**src/rtl/shift_pkg.sv**
```systemverilog
// Shared definitions for the iterative shift unit: op encoding, FSM states, stage index bounds.
package shift_pkg;

    localparam logic SHIFT_SLL = 1'b0;
    localparam logic SHIFT_SRA = 1'b1;

    typedef enum logic [1:0] {
        ST_IDLE  = 2'd0,
        ST_SHIFT = 2'd1,
        ST_DONE  = 2'd2
    } state_t;

    // Stages run from offset 16 (idx 4) down to offset 1 (idx 0)
    localparam logic [2:0] STAGE_FIRST = 3'd4;
    localparam logic [2:0] STAGE_LAST  = 3'd0;

endpackage

```
**src/rtl/shift_stage_mux.sv**
```systemverilog
// Single shared shift stage: shifts by 2**idx (SLL zero fill / SRA sign fill) when en, else passthrough.
module shift_stage_mux
    import shift_pkg::*;
#(
    parameter int WIDTH = 32
) (
    input  logic [WIDTH-1:0] data,
    input  logic [2:0]       idx,
    input  logic             op,
    input  logic             en,
    output logic [WIDTH-1:0] shifted
);

    logic [5:0]       amt;
    logic [WIDTH-1:0] sll;
    logic [WIDTH-1:0] sra;

    always_comb begin
        amt = 6'd1 << idx;
        sll = data << amt;
        sra = WIDTH'($signed(data) >>> amt);
        if (!en)
            shifted = data;
        else if (op == SHIFT_SRA)
            shifted = sra;
        else
            shifted = sll;
    end

endmodule

```
**src/rtl/multicycle_shift_ctrl.sv**
```systemverilog
// Iterative 32-bit SLL/SRA unit: one shared stage walked through offsets 16,8,4,2,1,
// fixed latency regardless of shift amount, start/done handshake to the sequencer.
module multicycle_shift_ctrl
    import shift_pkg::*;
#(
    parameter int WIDTH   = 32,
    parameter int SHAMT_W = 5
) (
    input  logic               clock,
    input  logic               reset,
    input  logic               in_start,
    input  logic [WIDTH-1:0]   in_data,
    input  logic [SHAMT_W-1:0] in_shamt,
    input  logic               in_op,
    output logic               out_busy,
    output logic               out_done,
    output logic [WIDTH-1:0]   out_result
);

    state_t             state;
    state_t             state_nxt;
    logic [2:0]         idx;
    logic [WIDTH-1:0]   work;
    logic [SHAMT_W-1:0] shamt_q;
    logic               op_q;
    logic [WIDTH-1:0]   stage_out;

    shift_stage_mux #(.WIDTH(WIDTH)) u_stage (
        .data    (work),
        .idx     (idx),
        .op      (op_q),
        .en      (shamt_q[idx]),
        .shifted (stage_out)
    );

    always_comb begin
        state_nxt = state;
        case (state)
            ST_IDLE:  if (in_start) state_nxt = ST_SHIFT;
            ST_SHIFT: if (idx == STAGE_LAST) state_nxt = ST_DONE;
            ST_DONE:  state_nxt = ST_IDLE;
            default:  state_nxt = ST_IDLE;
        endcase
    end

    always_ff @(posedge clock) begin
        if (reset) begin
            state      <= ST_IDLE;
            idx        <= STAGE_FIRST;
            work       <= '0;
            shamt_q    <= '0;
            op_q       <= SHIFT_SLL;
            out_result <= '0;
        end else begin
            state <= state_nxt;
            case (state)
                ST_IDLE: begin
                    if (in_start) begin
                        work    <= in_data;
                        shamt_q <= in_shamt;
                        op_q    <= in_op;
                        idx     <= STAGE_FIRST;
                    end
                end
                ST_SHIFT: begin
                    work <= stage_out;
                    // Last stage result goes straight to the output; it is held until the next op finishes
                    if (idx == STAGE_LAST)
                        out_result <= stage_out;
                    else
                        idx <= idx - 3'd1;
                end
                default: ;
            endcase
        end
    end

    assign out_busy = (state != ST_IDLE);
    assign out_done = (state == ST_DONE);

endmodule

```
**config.mk**
```make
export PLATFORM = sky130hd
export DESIGN_NAME = multicycle_shift_ctrl
export DESIGN_NICKNAME = d
export VERILOG_FILES = /design/src/rtl/shift_pkg.sv /design/src/rtl/shift_stage_mux.sv /design/src/rtl/multicycle_shift_ctrl.sv
export SDC_FILE = /design/constraint.sdc
export NUM_CORES = 1
export LEC_CHECK = 0
export ABC_AREA = 1
export CELL_PAD_IN_SITES_DETAIL_PLACEMENT = 2
export CELL_PAD_IN_SITES_GLOBAL_PLACEMENT = 2
export CORE_MARGIN = 1
export CORE_UTILIZATION = 36
export DETAILED_ROUTE_END_ITERATION = 10
export DONT_BUFFER_PORTS = 1
export PLACE_DENSITY_LB_ADDON = 0.1
export SLEW_MARGIN = 20
export SYNTH_ARGS = -nofsm -noshare
export SYNTH_HDL_FRONTEND = slang
export SYNTH_SLANG_ARGS = --single-unit
export TNS_END_PERCENT = 5
```
**constraint.sdc**
```tcl
create_clock -name clock -period 6.8 [get_ports clock]
set_clock_uncertainty 0.2 [all_clocks]
set_input_delay 0.68 -clock clock [delete_from_list [all_inputs] [get_ports clock]]
set_output_delay 0.68 -clock clock [all_outputs]
set_load 0.01 [all_outputs]
```
==> After elaboration in Yosys (flattened, before gate mapping) <==
Cells that the tools add are included.
{ "classes": {"magnitude_cmp": 1, "n_reduce_logical": 9, "n_eq_ne": 5, "muxes": 12, "add_sub_neg": 1, "n_shift": 3} }
{ "op_table": {"columns": ["operator", "count"], "rows": [
  ["$mux 32", 3],
  ["$pmux 32 s2", 1],
  ["$shl 32x6->32", 1],
  ["$sshr 32x6->32", 1],
  ["$reduce_and 2->1", 4],
  ["$mux 3", 2],
  ["$ne 2x2->1 const B", 3],
  ["$pmux 3 s2", 1],
  ["$shl 1x3->6 const A", 1],
  ["$lt 3x4->1 const B", 1],
  ["$mux 2", 2],
  ["$pmux 2 s2", 1],
  ["$reduce_bool 2->1", 2],
  ["$bmux 1 s3", 1],
  ["$logic_not 3->1", 1],
  ["$reduce_and 3->1", 1],
  ["$sub 3x1->3 const B", 1],
  ["$eq 2x1->1 const B", 1],
  ["$eq 2x2->1 const B", 1],
  ["$logic_not 2->1", 1],
  ["$mux 1", 1]
]} }
{ "word_totals": {"reg_bits": 75} }

==> Depth between registers and ports, before layout <==
Gate-level depths: netlist of the first run.
{ "logic_depth": {"word_depth": 5, "ltp_mapped": 20, "mapped_depth_nobuf": 18} }

==> Hierarchy <==
Synthesis of the first run repeated with hierarchy kept, for this count alone.
{ "hier_totals": {"hier_cells": 1311, "hier_area_um2": 6988.0} }
{ "by_module_without_submodules": {"columns": ["mod", "seq_area_each_um2", "area_each_um2", "instances", "cells_each"], "rows": [
  ["shift_stage_mux", 0.0, 3639.7, 1, 789],
  ["multicycle_shift_ctrl", 1501.4, 3348.2, 1, 522]
]} }

==> Least setup slack after synthesis of the first run <==
Ideal clock, no wire load.
{ "synth_path": {"path_kind": "reg2reg", "startpoint": "register idx[0]", "endpoint": "register work[31]", "required_time_ns": 6.472, "period_less_slack_ns": 2.343, "t_arrival_ns": 2.015, "setup_ns": 0.128, "stages_incl_launch_ff": 17, "path_slack_ns": 4.457, "n_path_buf": 2, "path_cell_list": "dfxtp_1 > inv_1 > ha_1 > buf_4 > buf_2 > nand3_1 > nand3_1 > nand2_1 > nor2_1 > a31oi_1 > nand2_1 > nand2_1 > nand2_1 > nand3b_1 > nand2_1 > a21oi_1 > nor2_1"} }
{ "synth_between": {"elab_chain_len": 5, "word_cells_on_any_way": 8} }
{ "synth_rtl": {"columns": ["element", "line_no", "text"], "rows": [
  ["from (decl)", "multicycle_shift_ctrl.sv:22", "logic [2:0] idx;"],
  ["from (signal assigned)", "multicycle_shift_ctrl.sv:71", "idx <= idx - 3'd1;"],
  ["$shl 1x3->6", "shift_stage_mux.sv:19", "amt = 6'd1 << idx;"],
  ["$shl 32x6->32 or $sshr 32x6->32 (tied branches)", "shift_stage_mux.sv:20, shift_stage_mux.sv:21", null],
  ["$mux 32", "shift_stage_mux.sv:24", "else if (op == SHIFT_SRA)"],
  ["$mux 32 (*)", "shift_stage_mux.sv:22", "if (!en)"],
  ["$pmux 32 s2 (*)", "multicycle_shift_ctrl.sv:56", "case (state)"],
  ["to (signal assigned)", "multicycle_shift_ctrl.sv:59", "work <= in_data;"],
  ["to (signal assigned)", "multicycle_shift_ctrl.sv:66", "work <= stage_out;"],
  ["to (decl)", "multicycle_shift_ctrl.sv:23", "logic [WIDTH-1:0] work;"]
]} }
Mark *: on every way between the ends. The rest lies on a longest branch, timed or not. The select of a mux whose other input is x is not followed.
A chain may end at the register's enable or synchronous reset.

==> Worst setup path after layout of the first run <==
{ "layout_path": {"startpoint": "register idx[0]", "endpoint": "register out_result[15]"} }
{ "layout_between": {"elab_chain_len": 4, "word_cells_on_any_way": 9} }
{ "layout_rtl": {"columns": ["element", "line_no", "text"], "rows": [
  ["$shl 1x3->6", "shift_stage_mux.sv:19", null],
  ["$shl 32x6->32 or $sshr 32x6->32 (tied branches)", "shift_stage_mux.sv:20, shift_stage_mux.sv:21", null],
  ["$mux 32", "shift_stage_mux.sv:24", null],
  ["$mux 32", "shift_stage_mux.sv:22", null],
  ["to (signal assigned)", "multicycle_shift_ctrl.sv:69", "out_result <= stage_out;"],
  ["to (decl)", "multicycle_shift_ctrl.sv:17", "output logic [WIDTH-1:0] out_result"]
]} }
Several ways; a longest one is shown, not always the timed one. The select of a mux whose other input is x is not followed.

==> results of run 1 <==
## power groups by stage
stage / clock, mW / combinational [mW] / sequential [mW]
6_report: 0.561 / 0.745 / 0.534
2_1_floorplan: 0 / 0.521 / 0.506
5_1_grt: 0.580 / 0.812 / 0.536
3_3_place_gp: 0 / 0.696 / 0.537
3_5_place_dp: 0 / 0.715 / 0.538
4_1_cts: 0.567 / 0.732 / 0.530
## layout make-up
type / count / area [µm²]
clock buffer: 11 / 243
clock inverter: 4 / 98.8
fill: 2504 / 11600
inverter: 90 / 348
multi-input combinational: 1006 / 4710
sequential: 75 / 1500
tap: 260 / 325
timing repair buffer: 8 / 60.1
## sequential cells by signal (all words and copies together) (netlist names)
signal and count:
out_result 32, work 32, shamt_q 5, idx 3, state 2, op_q 1
## through the flow
stage | instances | total power [mW]
2_1_floorplan | 1252 | 1.03
3_3_place_gp | 1439 | 1.23
3_5_place_dp | 1439 | 1.25
4_1_cts | 1454 | 1.83
5_1_grt | 1454 | 1.93
6_report | 1454 | 1.84
## cells in the mapped netlist
library cell | number | share of area
o22ai_1 | 1 | 0.00090
buf_4 | 8 | 0.0086
ha_1 | 5 | 0.0090
a211oi_1 | 1 | 0.0011
nand2_2 | 1 | 0.00090
o21a_1 | 2 | 0.0021
nand2_4 | 3 | 0.0048
nor2_8 | 2 | 0.0057
buf_6 | 7 | 0.011
a22o_1 | 2 | 0.0025
clkbuf_1 | 28 | 0.015
nand3_1 | 288 | 0.21
nor2_1 | 41 | 0.022
o211ai_1 | 16 | 0.017
buf_2 | 32 | 0.023
a21oi_1 | 68 | 0.049
o21ai_0 | 83 | 0.059
o21ai_1 | 21 | 0.015
or2_0 | 1 | 0.00090
nand2_8 | 1 | 0.0029
buf_1 | 6 | 0.0032
nand2_1 | 419 | 0.23
nand4_1 | 6 | 0.0054
nor3_1 | 1 | 0.00072
inv_1 | 81 | 0.044
clkinv_1 | 1 | 0.00054
nor2_2 | 6 | 0.0054
inv_4 | 4 | 0.0036
a31oi_1 | 11 | 0.0099
a21oi_4 | 1 | 0.0023
or2_2 | 7 | 0.0063
or2_1 | 1 | 0.00090
a21o_1 | 1 | 0.0011
inv_2 | 4 | 0.0021
nand3b_1 | 2 | 0.0021
nor2_4 | 3 | 0.0048
dfxtp_1 | 75 | 0.21
and2_1 | 12 | 0.011
## worst max-delay path by stage
| stage | startpoint | to | slack [ns] | cells past startpoint |
|---|---|---|---|---|
| floorplan | idx[0] | work[31] | 4.46 | 16 |
| global placement | in_start | work[5] | 2.76 | 7 |
| detailed placement | in_start | work[11] | 2.62 | 7 |
| CTS | state[0] | work[10] | 2.78 | 8 |
| global route | idx[0] | out_result[15] | 2.95 | 10 |
| finish | idx[0] | out_result[15] | 3.14 | 10 |
## cells by family after synthesis
group / count (synthesis) / synth area share
buffers and inverters: 171 / 0.111
AO/OA/AOI/OAI: 207 / 0.160
AND/OR/NAND/NOR: 794 / 0.505
adder cells (fa/ha/maj): 5 / 0.00895
flip-flops: 75 / 0.215
## layer usage
metal  global-route usage  vias to the layer above  part of all wire
li1                     -                     4033                 -
met4                0.117                        0             0.025
met3               0.0584                       52             0.059
met2                0.552                      230              0.45
met5                    0                        -                 0
met1                0.479                     4267              0.47
## layout by cell type, fill, tap and decap left out, types with 8 or more instances in the layout
cell type,n
a31oi_1,11
nand3_1,288
o21ai_1,21
clkbuf_16,9
inv_1,80
a21oi_1,68
and2_1,12
o211ai_1,16
nor2_1,41
nand2_1,419
buf_4,8
dfxtp_1,75
o21ai_0,83
## worst max-delay path, stage by stage (launching register included)
cell and delay [ns]:
dfxtp_1 0.37, inv_1 0.25, ha_1 0.19, buf_4 0.34, nand2_8 0.25, nor2_2 0.16
buf_4 0.39, inv_1 0.39, nor2_2 0.60, inv_1 0.15, o21ai_0 0.23
==> metrics.md, run 1 <==
| Metric | Value |
|---|---|
| Status | `complete, no violations` |
| Synth-to-Final Area Change | `4.30%` |
| # hold bufs at CTS | `0` |
| Slew @ Worst Pin | `about 1.1 ns` |
| Final-stage net count | `1236` |
| Num CTS Buffers | `9` |
| First-pass iteration count of the detailed router | `6` |
| Final period util | `0.539` |
| Worst Hold Endpoint | `work[24]` |
| Cell Pwr Density | `approximately 250 nW/µm²` |
| Fmax achieved | `between 200 and 300 MHz` |
| Placed Area | `6950 µm²` |
| Internal Power | `between 1 and 1.5 mW` |
| Vias | `around 8600` |
| Part of the power in registers | `0.290` |
| Critical Path RT | `slightly below 7 ns` |
| Post-CTS Setup Bufs | `0` |
| Wire per inst | `~24 µm` |
| Post-CTS Resized | `0` |
| DRC | `0` |
| Logic pwr share | `0.405` |
| Final WS setup | `3.14 ns` |
| Reg2Reg Setup Slack | `approximately 3.1 ns` |
| R2r startpoint | `idx[0]` |
| Post-layout util | `0.386` |
| First DRT Iteration DRCs | `651` |
| H-tree levels | `3` |
| GRT Residual Overflow | `0` |
| MaxCap Viol Count | `0` |
| Clock root buffer | `clkbuf_16` |
| Clock slew at reported path FFs | `approximately 0.060 ns` |
| YS warnings | `0` |
| Antenna violations before repair | `0` |
| First-pass GRT wire length | `approximately 52 mm` |
| Slew Viols, Final | `0` |
| Slew HR | `0.278` |
| Synthesized area | `about 7000 µm²` |
| Leak | `~3.3 nW` |
| Mapped Cells | `between 1000 and 1500` |
| Die area | `20000 µm²` |
| Layout cell share with drive strength beyond 1 | `0.0461` |
| Hold Fails Final Rpt | `0` |
| Die Wd | `141 µm` |
| Sum Neg Setup Slack | `0 ns` |
| Tmin final | `between 3 and 4 ns` |
| Clock Power Share | `0.305` |
| Worst reg2reg path depth | `10` |
| Worst hold margin | `about 0.22 ns` |
| Total wire length | `about 34 mm` |
| Top-level port count | `75` |
| Pin count of the biggest net entering global routing | `64` |
| GP Congestion | `0.917` |
| Hold depth | `1` |
| Worst R2R End | `out_result[15]` |
| Design area | `~7300 µm²` |
| Library cells used by synthesis | `38` |
| Setup violations, final | `0` |
| Sequential cell area fraction in the yosys report | `0.215` |
| Syn Nets | `1298` |
| Number of global-route vias before repair | `between 8000 and 9000` |
| CP Launch Type | `register` |
| VDD IR max | `~0.15 mV` |
| PortBufs | `0` |
| Global Route Usage Sum | `0.349` |
| Vias per cell | `5.90` |
| Psw | `~0.8 mW` |
| Post-route ant nets | `0` |
| CP Capture Type | `register` |
| CP arrival | `3.72 ns` |
| Die height | `about 140 µm` |
| Avg Inst Size Synth | `roughly 5.6 µm²` |
| Clock sinks | `75` |
| Place WS | `around 2.6 ns` |
| Hold WC Path Type | `input port to register` |
| Row cnt | `50` |
| Worst-path maximum fanout | `between 40 and 50` |
| #FFs+latches synth | `75` |
| N_diodes | `0` |
| Hold wc startpoint | `reset` |
| Unrepaired setup endpoints after global routing | `false` |
| Core area | `between 15000 and 20000 µm²` |
| Latest clock arrival within the worst-skew pair | `0.34 ns` |
| Largest buffer count on any clock path | `2` |
| Net Sw Frac | `0.436` |
| Dpl hpwl | `roughly 25 mm` |
| Starting density of the core | `0.370` |
| CTS tree | `built` |
| Crit Path Class | `register to register` |
No activity file was read; power rests on OpenSTA's default activity.
==> inputs of run 2 (changes only) <==
- CORE_UTILIZATION: 36 -> 33
- clock period: 6.8 -> 3.6 ns (I/O delays scaled with it)
==> run 2 against run 1 <==
  * Final area is 2.3% higher
  * Total power increased by 87%
  * Die area is 9.0% higher
  * Final cell count up 1.6%
  * Non-clock buffer count grew 12
  * Routed wire length is 0.72% higher
  * Combinational power grew 92%
  * Count of clock-buffer cells in the layout shrank 1
  * Via count about the same
  * Critical endpoint is now work[13]
  * Largest power group unchanged
==> metrics.md, run 2 (synthesized netlist as in run 1, its figures left out) <==
| Metric | Value |
|---|---|
| First-pass iteration count of the detailed router | `6 (unchanged)` |
| Total wire length | `34.6 mm (+0.72%)` |
| Hold Fails Final Rpt | `0 (unchanged)` |
| Latest clock arrival within the worst-skew pair | `0.34 ns (about the same)` |
| Setup violations, final | `0 (unchanged)` |
| Status | `complete, no violations` |
| Die area | `21800 µm² (+9.0%)` |
| Register area | `1500 µm² (unchanged)` |
| CP arrival | `3.40 ns (-0.32 ns)` |
| Final period util | `0.928 (+0.389)` |
| Vias | `8575 (-0.082%)` |
| Crit Path Class | `register to register` |
| Core area | `20500 µm² (+8.5%)` |
| Logic pwr share | `0.415 (+0.010)` |
| Critical Path RT | `3.66 ns (-3.19 ns)` |
| Biggest regs | `out_result (32), work (32), shamt_q (5)` |
| Antenna violations before repair | `0 (unchanged)` |
| Final-stage net count | `1248 (+0.97%)` |
| Placed Cells | `1458 (+1.3%)` |
| Critical path cell sequence | `inv_1 > ha_1 > buf_4 > nand2_2 > inv_4 > nor2_2 > nand2_1 > nand2_1 > inv_1 > nand2_1 > nand2_1 > nand2_1 > nand2_1 > nand2_1 > nand3_1 > a21oi_1` |
| Num CTS Buffers | `9 (unchanged)` |
| CP Capture Type | `register` |
| PortBufs | `0 (unchanged)` |
| Slew HR | `0.321 (+0.0427)` |
| Fmax achieved | `299 MHz (+9.7%)` |
| CP delay by family, top | `simple AND/OR/NAND/NOR gates` |
| MaxCap Viol Count | `0 (unchanged)` |
| Leading cell type in the layout, fill and taps excluded | `nand2_1` |
| Dpl hpwl | `26.3 mm (+4.7%)` |
| Synth-to-Final Area Change | `6.70%` |
| Part of the power in registers | `0.291 (about the same)` |
| CP bufs+invs | `4 (-1)` |
| Critical Path Max Stage Delay | `0.51 ns (-0.09 ns)` |
| GP Congestion | `0.988 (+7.8%)` |
| Clock Power Share | `0.294 (-0.011)` |
| Starting density of the core | `0.341 (-0.0289)` |
| First-pass GRT wire length | `52.9 mm (+0.79%)` |
| DRC | `0 (unchanged)` |
| FILL cells | `2694 (+7.6%)` |
| Die Wd | `148 µm (+4.4%)` |
| Pin count of the biggest net entering global routing | `64 (unchanged)` |
| Die height | `148 µm (+4.4%)` |
| Vias per cell | `5.81 (-1.6%)` |
| CTS tree | `built` |
| Row cnt | `52 (+4.0%)` |
| Net Sw Frac | `0.445 (+0.00854)` |
| Unrepaired setup endpoints after global routing | `false` |
| Post-route ant nets | `0 (unchanged)` |
| Crit path top cell by count | `nand2_1` |
| Largest buffer count on any clock path | `2 (unchanged)` |
| Sum Neg Setup Slack | `0 ns (unchanged)` |
| Number of global-route vias before repair | `8875 (-0.26%)` |
| VDD IR max | `0.274 mV (+79%)` |
| Most frequent cells in the layout | `419 x nand2_1, 288 x nand3_1, 83 x o21ai_0, 80 x inv_1, 75 x dfxtp_1` |
| Slew Viols, Final | `0 (unchanged)` |
| Multi-input gate area | `4710 µm² (unchanged)` |
| Worst hold margin | `0.00405 ns (-0.211 ns)` |
| First DRT Iteration DRCs | `536 (-18%)` |
| Post-Layout Cell Count | `1477 (+1.6%)` |
| Top-level port count | `75 (unchanged)` |
| Tmin final | `3.34 ns (-0.324 ns)` |
| Slew @ Worst Pin | `1.01 ns (-0.0703 ns)` |
| Hold WC Path Type | `input port to register` |
| Post-CTS Setup Bufs | `0 (unchanged)` |
| Clock sinks | `75 (unchanged)` |
| Worst-path maximum fanout | `23 (-49%)` |
| GRT Residual Overflow | `0 (unchanged)` |
| Cell Pwr Density | `462 nW/µm² (+83%)` |
| Critical path's slowest cell | `nor2_2` |
| Leak | `3.35 nW (+2.3%)` |
| Clock root buffer | `clkbuf_16` |
| H-tree levels | `3 (unchanged)` |
| Layout cell share with drive strength beyond 1 | `0.0539 (+0.00783)` |
| Internal Power | `1.91 mW (+84%)` |
| Global Route Usage Sum | `0.320 (-0.0285)` |
| Wire per inst | `23.5 µm (-0.85%)` |
| Psw | `1.53 mW (+91%)` |
| CP Launch Type | `register` |
| Clock slew at reported path FFs | `0.06 ns (about the same)` |
## run 2: changes by cell type in the layout (fill, tap and decap cells not counted), sizes merged
| cell | before | now |
|---|---|---|
| clkbuf | 11 | 10 |
| inv | 89 | 90 |
| buf | 8 | 18 |
| bufinv | 3 | 2 |
| clkinvlp | 0 | 1 |
| diode | 0 | 1 |
| dlygate4sd3 | 0 | 2 |
## run 2: worst paths after layout
check               from    endpoint  slack (ns)  depth (start not counted)
min reg2reg   shamt_q[0]  shamt_q[0]        0.31                          2
min          in_shamt[0]  shamt_q[0]       0.004                          2
max reg2reg       idx[0]    work[13]        0.26                         16
max               idx[0]    work[13]        0.26                         16
## run 2: area by class of cell
class	instances	area share
multi-input cells	1006	0.632
repair buffers	20	0.0309
inverters	90	0.0467
diodes	1	0.000336
well taps	270	0.0453
clock buffers	10	0.0321
flip-flops and latches	75	0.201
clock inverters	5	0.0114
## run 2: what timing repair did
action / CTS / global route
endpoints found under the hold margin: 38 / 0
endpoints found under the setup margin: 0 / 0
hold buffers: 3 / 0
resized for setup: 0 / 0
## run 2: per-stage QoR
step	setup WS, ns	util	total power, mW	area [µm²]
finish	0.260	0.364	3.44	7450
global route	0.0239	0.364	3.62	7450
CTS	0.324	0.364	3.43	7450
detailed placement	0.327	0.346	2.39	7090
global placement	0.429	0.346	2.36	7090
floorplan	1.26	-	1.94	6990
## run 2: power by group through the flow
stage | logic, mW | registers, mW | clock network (mW)
after CTS | 1.40 | 0.995 | 1.03
after detailed placement | 1.38 | 1.01 | 0
after global placement | 1.35 | 1.01 | 0
after global routing | 1.56 | 1.00 | 1.05
after floorplan | 0.983 | 0.956 | 0
final | 1.43 | 1.00 | 1.01
## run 2: routing by layer
layer	vias to the layer above	GRT usage	share of wire
met5	-	0	0
met3	30	0.0540	0.065
li1	4055	-	-
met1	4231	0.467	0.49
met4	0	0.0737	0.016
met2	259	0.488	0.43
